--- src/rtl/uart_img_pkg.sv ---
// -----------------------------------------------------------------------------
// uart_img_pkg
// Shared definitions for the UART image loader:
//   - rx_state_t      : receiver FSM state encoding
//   - calc_baud_cnt   : clock cycles per serial bit (integer division)
//   - calc_half       : cycles from start-bit edge to the middle of the start bit
//   - calc_addr_w     : pixel address width for a given image size
// Optional feature macro: UART_PARITY_EN adds the PARITY state (8E1 format).
// -----------------------------------------------------------------------------
package uart_img_pkg;

   typedef enum logic [2:0] {
      ST_IDLE   = 3'd0,
      ST_START  = 3'd1,
      ST_DATA   = 3'd2,
`ifdef UART_PARITY_EN
      ST_PARITY = 3'd3,
`endif
      ST_STOP   = 3'd4,
      ST_BREAK  = 3'd5
   } rx_state_t;

   function automatic int calc_baud_cnt(input int clk_hz, input int bps);
      return clk_hz / bps;
   endfunction

   function automatic int calc_half(input int baud_cnt);
      return baud_cnt / 2;
   endfunction

   // A one-pixel image still needs a 1-bit address port.
   function automatic int calc_addr_w(input int depth);
      return (depth > 1) ? $clog2(depth) : 1;
   endfunction

endpackage

--- src/rtl/uart_rx_byte.sv ---
// -----------------------------------------------------------------------------
// uart_rx_byte
// Serial byte receiver: 2-flop synchronizer, start-bit detection, baud counter
// and framing FSM. Default format is 8N1; with UART_PARITY_EN defined an even
// parity bit follows the data bits (8E1).
// Ports:
//   clk        in   system clock, rising edge
//   rst        in   synchronous active-high reset
//   uart_rxd   in   asynchronous serial line, idle high
//   busy       out  FSM is outside IDLE
//   byte_valid out  one-cycle pulse, rx_byte holds a freshly accepted byte
//   rx_byte    out  last accepted byte (held between pulses)
//   stop_err   out  one-cycle pulse, byte rejected for a low stop bit
//   parity_err out  one-cycle pulse, byte rejected for bad parity (0 if 8N1)
// -----------------------------------------------------------------------------
module uart_rx_byte
   import uart_img_pkg::*;
#(
   parameter int CLK_FREQ = 50000000,
   parameter int UART_BPS = 115200
) (
   input  logic       clk,
   input  logic       rst,
   input  logic       uart_rxd,
   output logic       busy,
   output logic       byte_valid,
   output logic [7:0] rx_byte,
   output logic       stop_err,
   output logic       parity_err
);

   localparam int BAUD_CNT = calc_baud_cnt(CLK_FREQ, UART_BPS);
   localparam int HALF     = calc_half(BAUD_CNT);
   localparam int CNT_W    = $clog2(BAUD_CNT + 1);

   logic             rxd_s1, rxd_s2, rxd_prev;
   rx_state_t        state_q, state_d;
   logic [CNT_W-1:0] cnt_q;
   logic [2:0]       bit_idx_q;
   logic [7:0]       shift_q;
   logic             valid_q, stop_err_q;

   logic half_hit, baud_hit;
   logic cnt_clr, bit_clr, sample_data, accept, stop_fail;

`ifdef UART_PARITY_EN
   logic par_q, par_ok, sample_par, par_fail, par_err_q;
   // Even parity: data bits plus parity bit carry an even number of ones.
   assign par_ok = ((^shift_q) == par_q);
`endif

   assign half_hit = (cnt_q == CNT_W'(HALF - 1));
   assign baud_hit = (cnt_q == CNT_W'(BAUD_CNT - 1));

   // State register
   always_ff @(posedge clk) begin
      if (rst) state_q <= ST_IDLE;
      else     state_q <= state_d;
   end

   // Next-state and per-cycle control
   always_comb begin
      state_d     = state_q;
      cnt_clr     = 1'b0;
      bit_clr     = 1'b0;
      sample_data = 1'b0;
      accept      = 1'b0;
      stop_fail   = 1'b0;
`ifdef UART_PARITY_EN
      sample_par  = 1'b0;
      par_fail    = 1'b0;
`endif
      case (state_q)
         ST_IDLE: begin
            cnt_clr = 1'b1;
            bit_clr = 1'b1;
            if (rxd_prev && !rxd_s2) state_d = ST_START;
         end
         ST_START: begin
            // A line that is high again at mid start bit was only a glitch.
            if (half_hit) begin
               cnt_clr = 1'b1;
               state_d = rxd_s2 ? ST_IDLE : ST_DATA;
            end
         end
         ST_DATA: begin
            if (baud_hit) begin
               cnt_clr     = 1'b1;
               sample_data = 1'b1;
               if (bit_idx_q == 3'd7) begin
`ifdef UART_PARITY_EN
                  state_d = ST_PARITY;
`else
                  state_d = ST_STOP;
`endif
               end
            end
         end
`ifdef UART_PARITY_EN
         ST_PARITY: begin
            if (baud_hit) begin
               cnt_clr    = 1'b1;
               sample_par = 1'b1;
               state_d    = ST_STOP;
            end
         end
`endif
         ST_STOP: begin
            if (baud_hit) begin
               cnt_clr = 1'b1;
               if (rxd_s2) begin
                  state_d = ST_IDLE;
`ifdef UART_PARITY_EN
                  if (par_ok) accept   = 1'b1;
                  else        par_fail = 1'b1;
`else
                  accept = 1'b1;
`endif
               end else begin
                  stop_fail = 1'b1;
                  state_d   = ST_BREAK;
               end
            end
         end
         ST_BREAK: begin
            // Wait out a held-low line so it is not mistaken for a start bit.
            cnt_clr = 1'b1;
            if (rxd_s2) state_d = ST_IDLE;
         end
         default: state_d = ST_IDLE;
      endcase
   end

   // Synchronizer, counters and output strobes
   always_ff @(posedge clk) begin
      if (rst) begin
         rxd_s1     <= 1'b1;
         rxd_s2     <= 1'b1;
         rxd_prev   <= 1'b1;
         cnt_q      <= '0;
         bit_idx_q  <= '0;
         valid_q    <= 1'b0;
         rx_byte    <= '0;
         stop_err_q <= 1'b0;
`ifdef UART_PARITY_EN
         par_err_q  <= 1'b0;
`endif
      end else begin
         rxd_s1     <= uart_rxd;
         rxd_s2     <= rxd_s1;
         rxd_prev   <= rxd_s2;
         cnt_q      <= cnt_clr ? '0 : cnt_q + CNT_W'(1);
         if (bit_clr)          bit_idx_q <= '0;
         else if (sample_data) bit_idx_q <= bit_idx_q + 3'd1;
         valid_q    <= accept;
         if (accept) rx_byte <= shift_q;
         stop_err_q <= stop_fail;
`ifdef UART_PARITY_EN
         par_err_q  <= par_fail;
`endif
      end
   end

   // Data shift register, LSB arrives first
   always_ff @(posedge clk) begin
      if (sample_data) shift_q <= {rxd_s2, shift_q[7:1]};
`ifdef UART_PARITY_EN
      if (sample_par)  par_q   <= rxd_s2;
`endif
   end

   // Status outputs are forced low for the whole time rst is high,
   // including the cycle before the first reset edge.
   assign busy       = (state_q != ST_IDLE) && !rst;
   assign byte_valid = valid_q && !rst;
   assign stop_err   = stop_err_q && !rst;
`ifdef UART_PARITY_EN
   assign parity_err = par_err_q && !rst;
`else
   assign parity_err = 1'b0;
`endif

endmodule

--- src/rtl/uart_img_loader.sv ---
// -----------------------------------------------------------------------------
// uart_img_loader
// Receives 8-bit gray pixels over UART and emits one write strobe per pixel
// with a raster address that wraps after IMG_W*IMG_H pixels.
// Optional feature macro: UART_PARITY_EN (even parity, 8E1 framing).
// Ports:
//   clk        in   system clock, rising edge
//   rst        in   synchronous active-high reset
//   uart_rxd   in   asynchronous serial line, idle high
//   wr_en      out  one-cycle pixel write strobe
//   wr_addr    out  pixel address, clog2(IMG_W*IMG_H) bits
//   wr_data    out  received pixel, held between writes
//   frame_done out  pulses with the write of the last pixel of a frame
//   stop_err   out  pulses when a byte is dropped for a low stop bit
//   parity_err out  pulses when a byte is dropped for bad parity
//   busy       out  receiver is outside IDLE
// -----------------------------------------------------------------------------
module uart_img_loader
   import uart_img_pkg::*;
#(
   parameter int CLK_FREQ = 50000000,
   parameter int UART_BPS = 115200,
   parameter int IMG_W    = 64,
   parameter int IMG_H    = 64
) (
   input  logic                                  clk,
   input  logic                                  rst,
   input  logic                                  uart_rxd,
   output logic                                  wr_en,
   output logic [calc_addr_w(IMG_W*IMG_H)-1:0]   wr_addr,
   output logic [7:0]                            wr_data,
   output logic                                  frame_done,
   output logic                                  stop_err,
   output logic                                  parity_err,
   output logic                                  busy
);

   localparam int                ADDR_W    = calc_addr_w(IMG_W * IMG_H);
   localparam logic [ADDR_W-1:0] LAST_ADDR = ADDR_W'(IMG_W * IMG_H - 1);

   logic byte_valid;

   uart_rx_byte #(
      .CLK_FREQ (CLK_FREQ),
      .UART_BPS (UART_BPS)
   ) u_rx (
      .clk        (clk),
      .rst        (rst),
      .uart_rxd   (uart_rxd),
      .busy       (busy),
      .byte_valid (byte_valid),
      .rx_byte    (wr_data),
      .stop_err   (stop_err),
      .parity_err (parity_err)
   );

   assign wr_en      = byte_valid;
   assign frame_done = byte_valid && (wr_addr == LAST_ADDR);

   // Address advances the cycle after each write and wraps after the frame.
   always_ff @(posedge clk) begin
      if (rst)             wr_addr <= '0;
      else if (byte_valid) wr_addr <= (wr_addr == LAST_ADDR) ? '0 : wr_addr + ADDR_W'(1);
   end

endmodule

--- config.mk ---
export PLATFORM = sky130hd
export DESIGN_NAME = uart_img_loader
export DESIGN_NICKNAME = d
export VERILOG_FILES = /design/src/rtl/uart_img_pkg.sv /design/src/rtl/uart_rx_byte.sv /design/src/rtl/uart_img_loader.sv
export SDC_FILE = /design/constraint.sdc
export NUM_CORES = 1
export LEC_CHECK = 0
export ABC_CLOCK_PERIOD_IN_PS = 1650
export CORE_MARGIN = 2
export CORE_UTILIZATION = 48
export DETAILED_ROUTE_END_ITERATION = 8
export PLACE_DENSITY = 0.74
export RECOVER_POWER = 100
export SYNTH_ARGS = -nofsm -noshare
export SYNTH_HDL_FRONTEND = slang
export SYNTH_SLANG_ARGS = --single-unit
export TNS_END_PERCENT = 5
--- constraint.sdc ---
create_clock -name clk -period 1.65 [get_ports clk]
set_clock_uncertainty 0.05 [all_clocks]
set_input_delay 0.33 -clock clk [delete_from_list [all_inputs] [get_ports clk]]
set_output_delay 0.33 -clock clk [all_outputs]
set_load 0.005 [all_outputs]
==> results.md, run 1 <==
* Total CTS buffers at 5
* Max Cap Violations at 0
* Crit path max fanout at 2
* Status: finished, violations left
* Reg-to-reg slack, setup at 0.02 ns
* Fin. max-slew vios at 0
* GRT Util Overall at 17.1%
* Wirelength, routed at 4060 um
* First-pass GRT wire length at 6690 um
* GR Util met3 at 4.51%
* Clock Latency Late Sink at 0.30 ns
* Die H at 69.4 um
* LEAKAGE at 1.29 nW
* Vias per cell at 5.12
* Layout area overhead at 35.0%
* Ys async rst share at 0%
* Diodes inserted at 0
* Drt pass-1 iters at 4
* M1 GR Usage at 23.3%
* Clk buf depth at 2
* CTS tree: done
* Worst-path cell with the longest stage delay: dfxtp_2
* Worst Path Class, Setup: flop to output pin
* Failing checks: setup timing
* Hold Crit Class: flop to flop
* Cell variety after synth at 43
* Die X at 69.4 um
* DR iter-0 viols at 108
* Arrival time worst endpoint at 1.39 ns
* Critical path, cell by cell: ha_4, and4_4, nand3_4, nor3b_2, buf_2
* Number of synthesized register bits at 48
* Cell Area, Synth at 0.00205 mm^2
* Worst slack, placed at -0.406 ns
* Vias in the first global route at 1,450
* Post-synth EDFFs at 8
* CP Launch Type: flop
* Initial antenna violation count at 0
* Switch share at 19.5%
* Final min period at 1.77 ns
* Crit. End Element: output pin
* Starting Density at 50.6%
* CP max stage delay at 0.36 ns
* RD Place Congestion at 0.782
* Worst-path clk slew at 0.09 ns
* Comb power frac at 2.5%
* Post-synthesis sequential area ratio at 50.7%
* Post-DRT Antenna Nets at 0
* Placeable core area at 0.00406 mm^2
* Post-synthesis area per instance at 10.0 um^2
* Largest net degree at the start of global routing at 15
* RSZ-0062 raised after global routing: true
* Worst vdd ir at 0.423 mV
* Design Power at 2.06 mW
* Pwr Density at 741 mW/mm^2
* Syn Nets at 214
* I/O Pins at 28
* # setup viols final at 1
* GRT busiest layer: met2
* Internal power at 1.66 mW
* GRT met2 Usage at 27.0%
* Htree depth at 2
* Final Cycle Share at 107%
* Dpl hpwl at 2930 um
* Die area at 0.00482 mm^2
* Placed cells at 306
* Routed WL per cell at 12.9 um
* Nets at 273
* GRT overflow at 0
* Routed vias at 1,613
* Fmax at 565 MHz
* Setup WS post-layout at -0.120 ns
* Final std cells w/o fill at 315
* Share of power burned in registers at 58.0%
* WP data required at 1.27 ns
* PortBufs at 26
* Power share of the clock group at 39.4%
* TritonCTS Sinks at 48
* Synthesized instance count at 205
* Drt drc at 0
* Ys flop type: dfxtp_1
* Layout cells sized above 1 at 27.2%
* Net Sw Power at 0.400 mW
* Ys Warns at 0
* Site Rows at 23
* Final hold viol count at 0
* Root Buffer Master: clkbuf_8
-- cell usage after synthesis (4+ instances only) --
master,count,share of area [%]
a21oi_1,5,1.2
dfxtp_1,40,39
edfxtp_1,8,12
ha_1,6,3.7
inv_1,7,1.3
mux2i_1,10,4.9
nand2_1,7,1.3
nand3_1,13,3.2
nand4_1,7,2.1
nor2_1,33,6.0
nor2b_1,4,1.2
or2_2,4,1.2
xnor2_1,9,3.8
xor2_1,8,3.4
-- kinds of logic after synthesis --
kind of cell,synth area share (%)
simple gates,24.4
fa+ha+maj,3.65
flops,50.7
buf+inv,4.63
xor+xnor,7.25
other cells,0.183
mux,4.87
compound gates,4.38
-- path summary, 6_finish.rpt --
path	start	cells past startpoint	to
max reg2reg	u_rx.cnt_q[1]$_SDFF_PP0_	6	u_rx.state_q[1]$_SDFFE_PP0P_
min	u_rx.rxd_s1$_SDFF_PP1_	1	u_rx.rxd_s2$_SDFF_PP1_
min reg2reg	u_rx.rxd_s1$_SDFF_PP1_	1	u_rx.rxd_s2$_SDFF_PP1_
max	wr_addr[1]$_SDFFE_PP0P_	5	frame_done
-- layout by cell type (no fill, tap or decap), types with 8 or more instances in the layout --
cell type        count
dlymetal6s2s_1       9
dfxtp_1             28
xor2_1               8
mux2i_1             10
nand3_1             12
xnor2_1              9
nor2_1              33
buf_4               35
edfxtp_1             8
clkdlybuf4s50_1     11
dfxtp_2             12
-- power by group through the flow --
stage	Sequential, mW	Clock [mW]	Combinational [mW]
final	1.19	0.810	0.0522
after global routing	1.19	0.874	0.0587
after CTS	1.19	0.834	0.0529
after detailed placement	1.22	0	0.0531
after global placement	1.22	0	0.0525
after floorplan	1.22	0	0.0311
-- metal layers --
layer	routed length (um)	up-vias	part of all wire, %
met1	1770	749	44
li1	-	823	-
met4	60	0	1.5
met3	210	7	5.2
met2	2020	34	50
met5	0	-	0
-- per-stage QoR --
step	util (%)	instance area [um^2]	setup TNS [ns]	hold slack, ns
2_1_floorplan	-	2050	0	0.339
3_3_place_gp	63.7	2580	-3.99	0.352
4_1_cts	66.5	2700	-0.114	0.388
5_1_grt	68.4	2770	-0.374	0.391
3_5_place_dp	63.7	2580	-4.05	0.363
6_report	68.4	2770	-0.120	0.379
-- what timing repair did --
item                                   in CTS  in global routing
gates resized for setup                    18                 24
buffers inserted                            0                  1
hold buffers                                0                  0
setup endpoints to repair                  20                 36
pin swaps                                   4                  3
endpoints found under the hold margin       0                  0
-- critical path, delay by kind of cell, from the launching register on --
kind	cells	cell delay (ns)
fa+ha+maj	1	0.14
buf+inv	1	0.13
simple gates	3	0.47
flops	1	0.36
-- registers in the layout, summed over array words and instances (netlist names), 3 cells and up --
register	cells
u_rx.rx_byte	8
u_rx.cnt_q	9
u_rx.state_q	3
u_rx.bit_idx_q	3
u_rx.shift_q	8
wr_addr	12
-- layout make-up --
| type | instances | area (um^2) |
|---|---|---|
| fill | 309 | 1280 |
| timing repair buffer | 62 | 554 |
| clock inverter | 3 | 37.5 |
| sequential | 48 | 1060 |
| multi-input combinational | 140 | 968 |
| tap | 50 | 62.6 |
| clock buffer | 5 | 68.8 |
| inverter | 7 | 26.3 |
No activity file was read; power rests on OpenSTA's default activity.
==> run 2, diff against run 1 <==
--- a/config.mk
+++ b/config.mk
@@ -9,6 +9,7 @@
 export CORE_MARGIN = 2
 export CORE_UTILIZATION = 48
 export DETAILED_ROUTE_END_ITERATION = 8
+export GPL_TIMING_DRIVEN = 0
 export PLACE_DENSITY = 0.74
 export RECOVER_POWER = 100
 export SYNTH_ARGS = -nofsm -noshare
==> run 2 against run 1 <==
The flow still finishes with violations (setup timing). Critical endpoint unchanged. Cell area is 5.4% lower. Sequential cell count unchanged. Combinational power shrank 12%. Global-route usage shrank 0.74 points. Cell count fell by 7.0%. Total power fell by 6.7%. Worst setup slack worse by 0.023 ns. Die area is the same. Maximum frequency fell by 1.3%. Sequential share of layout area is 2.4 points higher. Largest power group unchanged. Register-to-register slack about the same.
==> results.md, run 2 (synthesis gave the netlist of run 1 again) <==
* Status: finished, violations left
* Failing checks: setup timing
* Drt pass-1 iters at 4 (unchanged)
* Arrival time worst endpoint at 1.41 ns (+0.02 ns)
* Crit. End Element: output pin
* RSZ-0062 raised after global routing: true
* Final instance area at 0.00263 mm^2 (-5.4%)
* Share of power burned in registers at 62.2% (+4.2 points)
* Die area at 0.00482 mm^2 (unchanged)
* Dpl hpwl at 2520 um (-14%)
* WHS Endpoint: u_rx.rxd_prev$_SDFF_PP1_
* Placeable core area at 0.00406 mm^2 (unchanged)
* GRT Util Overall at 16.4% (-0.74 points)
* Top reg by flops: wr_addr
* Worst Path Class, Setup: flop to output pin
* Internal power at 1.50 mW (-9.3%)
* Reg-to-Reg End: u_rx.state_q[1]$_SDFFE_PP0P_
* Clock Latency Late Sink at 0.30 ns (about the same)
* Net Sw Power at 0.415 mW (+3.6%)
* Comb power frac at 2.4% (about the same)
* Final std cells w/o fill at 293 (-7.0%)
* GRT overflow at 0 (unchanged)
* Drt drc at 0 (unchanged)
* Hold path start: rst
* Setup WS post-layout at -0.143 ns (-0.0231 ns)
* Nets at 251 (-8.1%)
* Root Buffer Master: clkbuf_8
* Placed cells at 280 (-8.5%)
* TritonCTS Sinks at 48 (unchanged)
* Worst vdd ir at 0.688 mV (+63%)
* Htree depth at 2 (unchanged)
* Max Cap Violations at 0 (unchanged)
* Largest register FFs at 12 (unchanged)
* Diodes inserted at 0 (unchanged)
* WP data required at 1.27 ns (about the same)
* First-pass GRT wire length at 6370 um (-4.8%)
* Fin. max-slew vios at 0 (unchanged)
* Final Cycle Share at 109% (+1.4 points)
* Hold Path Cell Cnt at 2 (+1)
* Largest net degree at the start of global routing at 16 (+1)
* Wirelength, routed at 3840 um (-5.3%)
* PortBufs at 25 (-3.8%)
* Vias in the first global route at 1,387 (-4.3%)
* Clk buf depth at 2 (unchanged)
* Power share of the clock group at 35.4% (-4.0 points)
* Reg-to-reg slack, setup at 0.03 ns (about the same)
* Final min period at 1.79 ns (+0.0231 ns)
* I/O Pins at 28 (unchanged)
* Critical path origin: wr_addr[0]$_SDFFE_PP0P_
* Layout area overhead at 27.8%
* LEAKAGE at 1.01 nW (-22%)
* Initial antenna violation count at 0 (unchanged)
* Most common cell after layout, fill and taps aside: nor2_1
* # setup viols final at 2 (+1)
* Routed WL per cell at 13.1 um (+1.8%)
* Final hold viol count at 0 (unchanged)
* Fillcell total at 346 (+12%)
* Worst R2R Start: u_rx.cnt_q[0]$_SDFF_PP0_
* Layout cells sized above 1 at 23.9% (-3.3 points)
* Final hold slack at 0.259 ns (-0.121 ns)
* Fin Setup TNS at -0.225 ns (-0.104 ns)
* Total CTS buffers at 5 (unchanged)
* CP Launch Type: flop
* Design Power at 1.92 mW (-6.7%)
* Largest regs: wr_addr (12), u_rx.cnt_q (9)
* Post-DRT Antenna Nets at 0 (unchanged)
* DP Area at 0.00237 mm^2 (-8.4%)
* Crit path max fanout at 3 (+1)
* Site Rows at 23 (unchanged)
* Worst-path clk slew at 0.09 ns (about the same)
* Vias per cell at 5.30 (+3.6%)
* Die X at 69.4 um (unchanged)
* CTS tree: done
* Pwr Density at 730 mW/mm^2 (-1.5%)
* Routed vias at 1,554 (-3.7%)
* Switch share at 21.6% (+2.2 points)
* Hold Crit Class: input port to flop
* Die H at 69.4 um (unchanged)
* R2r worst-path depth at 6 (unchanged)
* RD Place Congestion at 0.780 (-0.29%)
* Commonest non-fill, non-tap cells in the layout: nor2_1, dfxtp_1, clkdlybuf4s50_1
* DR iter-0 viols at 34 (-69%)
* Starting Density at 50.6% (unchanged)
* Fmax at 558 MHz (-1.3%)
## run 2: power groups by stage
stage | Sequential [mW] | Clock (mW) | Combinational (mW)
floorplan | 1.22 | 0 | 0.0311
global placement | 1.22 | 0 | 0.0430
detailed placement | 1.22 | 0 | 0.0428
CTS | 1.19 | 0.695 | 0.0447
global route | 1.19 | 0.736 | 0.0518
finish | 1.19 | 0.678 | 0.0461
## run 2: final cells by class
type	count	area (um^2)	area share [%]
Buffer	10	96.3	3.67
Clock buffer	5	68.8	2.62
Clock inverter	3	18.8	0.715
Inverter	7	31.3	1.19
Multi-Input combinational cell	140	1000	38.2
Sequential cell	48	1060	40.4
Tap cell	50	62.6	2.38
Timing Repair Buffer	30	283	10.8
## run 2: through the flow
step / setup slack, ns / utilization (%)
final: -0.143 / 64.7
after global routing: -0.192 / 64.7
after CTS: -0.148 / 63.1
after detailed placement: -0.567 / 58.3
after global placement: -0.569 / 58.3
after floorplan: 0.0143 / -
## run 2: how the worst max path moves through the flow
stage	end	slack, ns
floorplan	u_rx.shift_q[0]$_DFFE_PP_	0.01
global placement	frame_done	-0.57
detailed placement	frame_done	-0.57
CTS	frame_done	-0.15
global route	frame_done	-0.19
finish	frame_done	-0.14
## run 2: per-layer routing
metal  wire (um)  part of all wire [%]  global-route usage [%]
met5           0                     0                       0
met4          99                   2.6                    7.41
met3         134                   3.5                    4.07
met2        1920                    50                    27.4
met1        1690                    44                    19.8
## run 2: what timing repair did
item                       in CTS  in global routing
setup endpoints to repair      21                 33
buffers inserted                4                  1
pin swaps                       1                  2
hold buffers                    0                  0
resized for setup              39                 18
## run 2: worst max-delay path, stage by stage (launching register included)
cell	delay (ns)
dfxtp_4	0.37
ha_4	0.14
and4_4	0.25
nand3_4	0.08
nor3b_2	0.15
buf_2	0.13
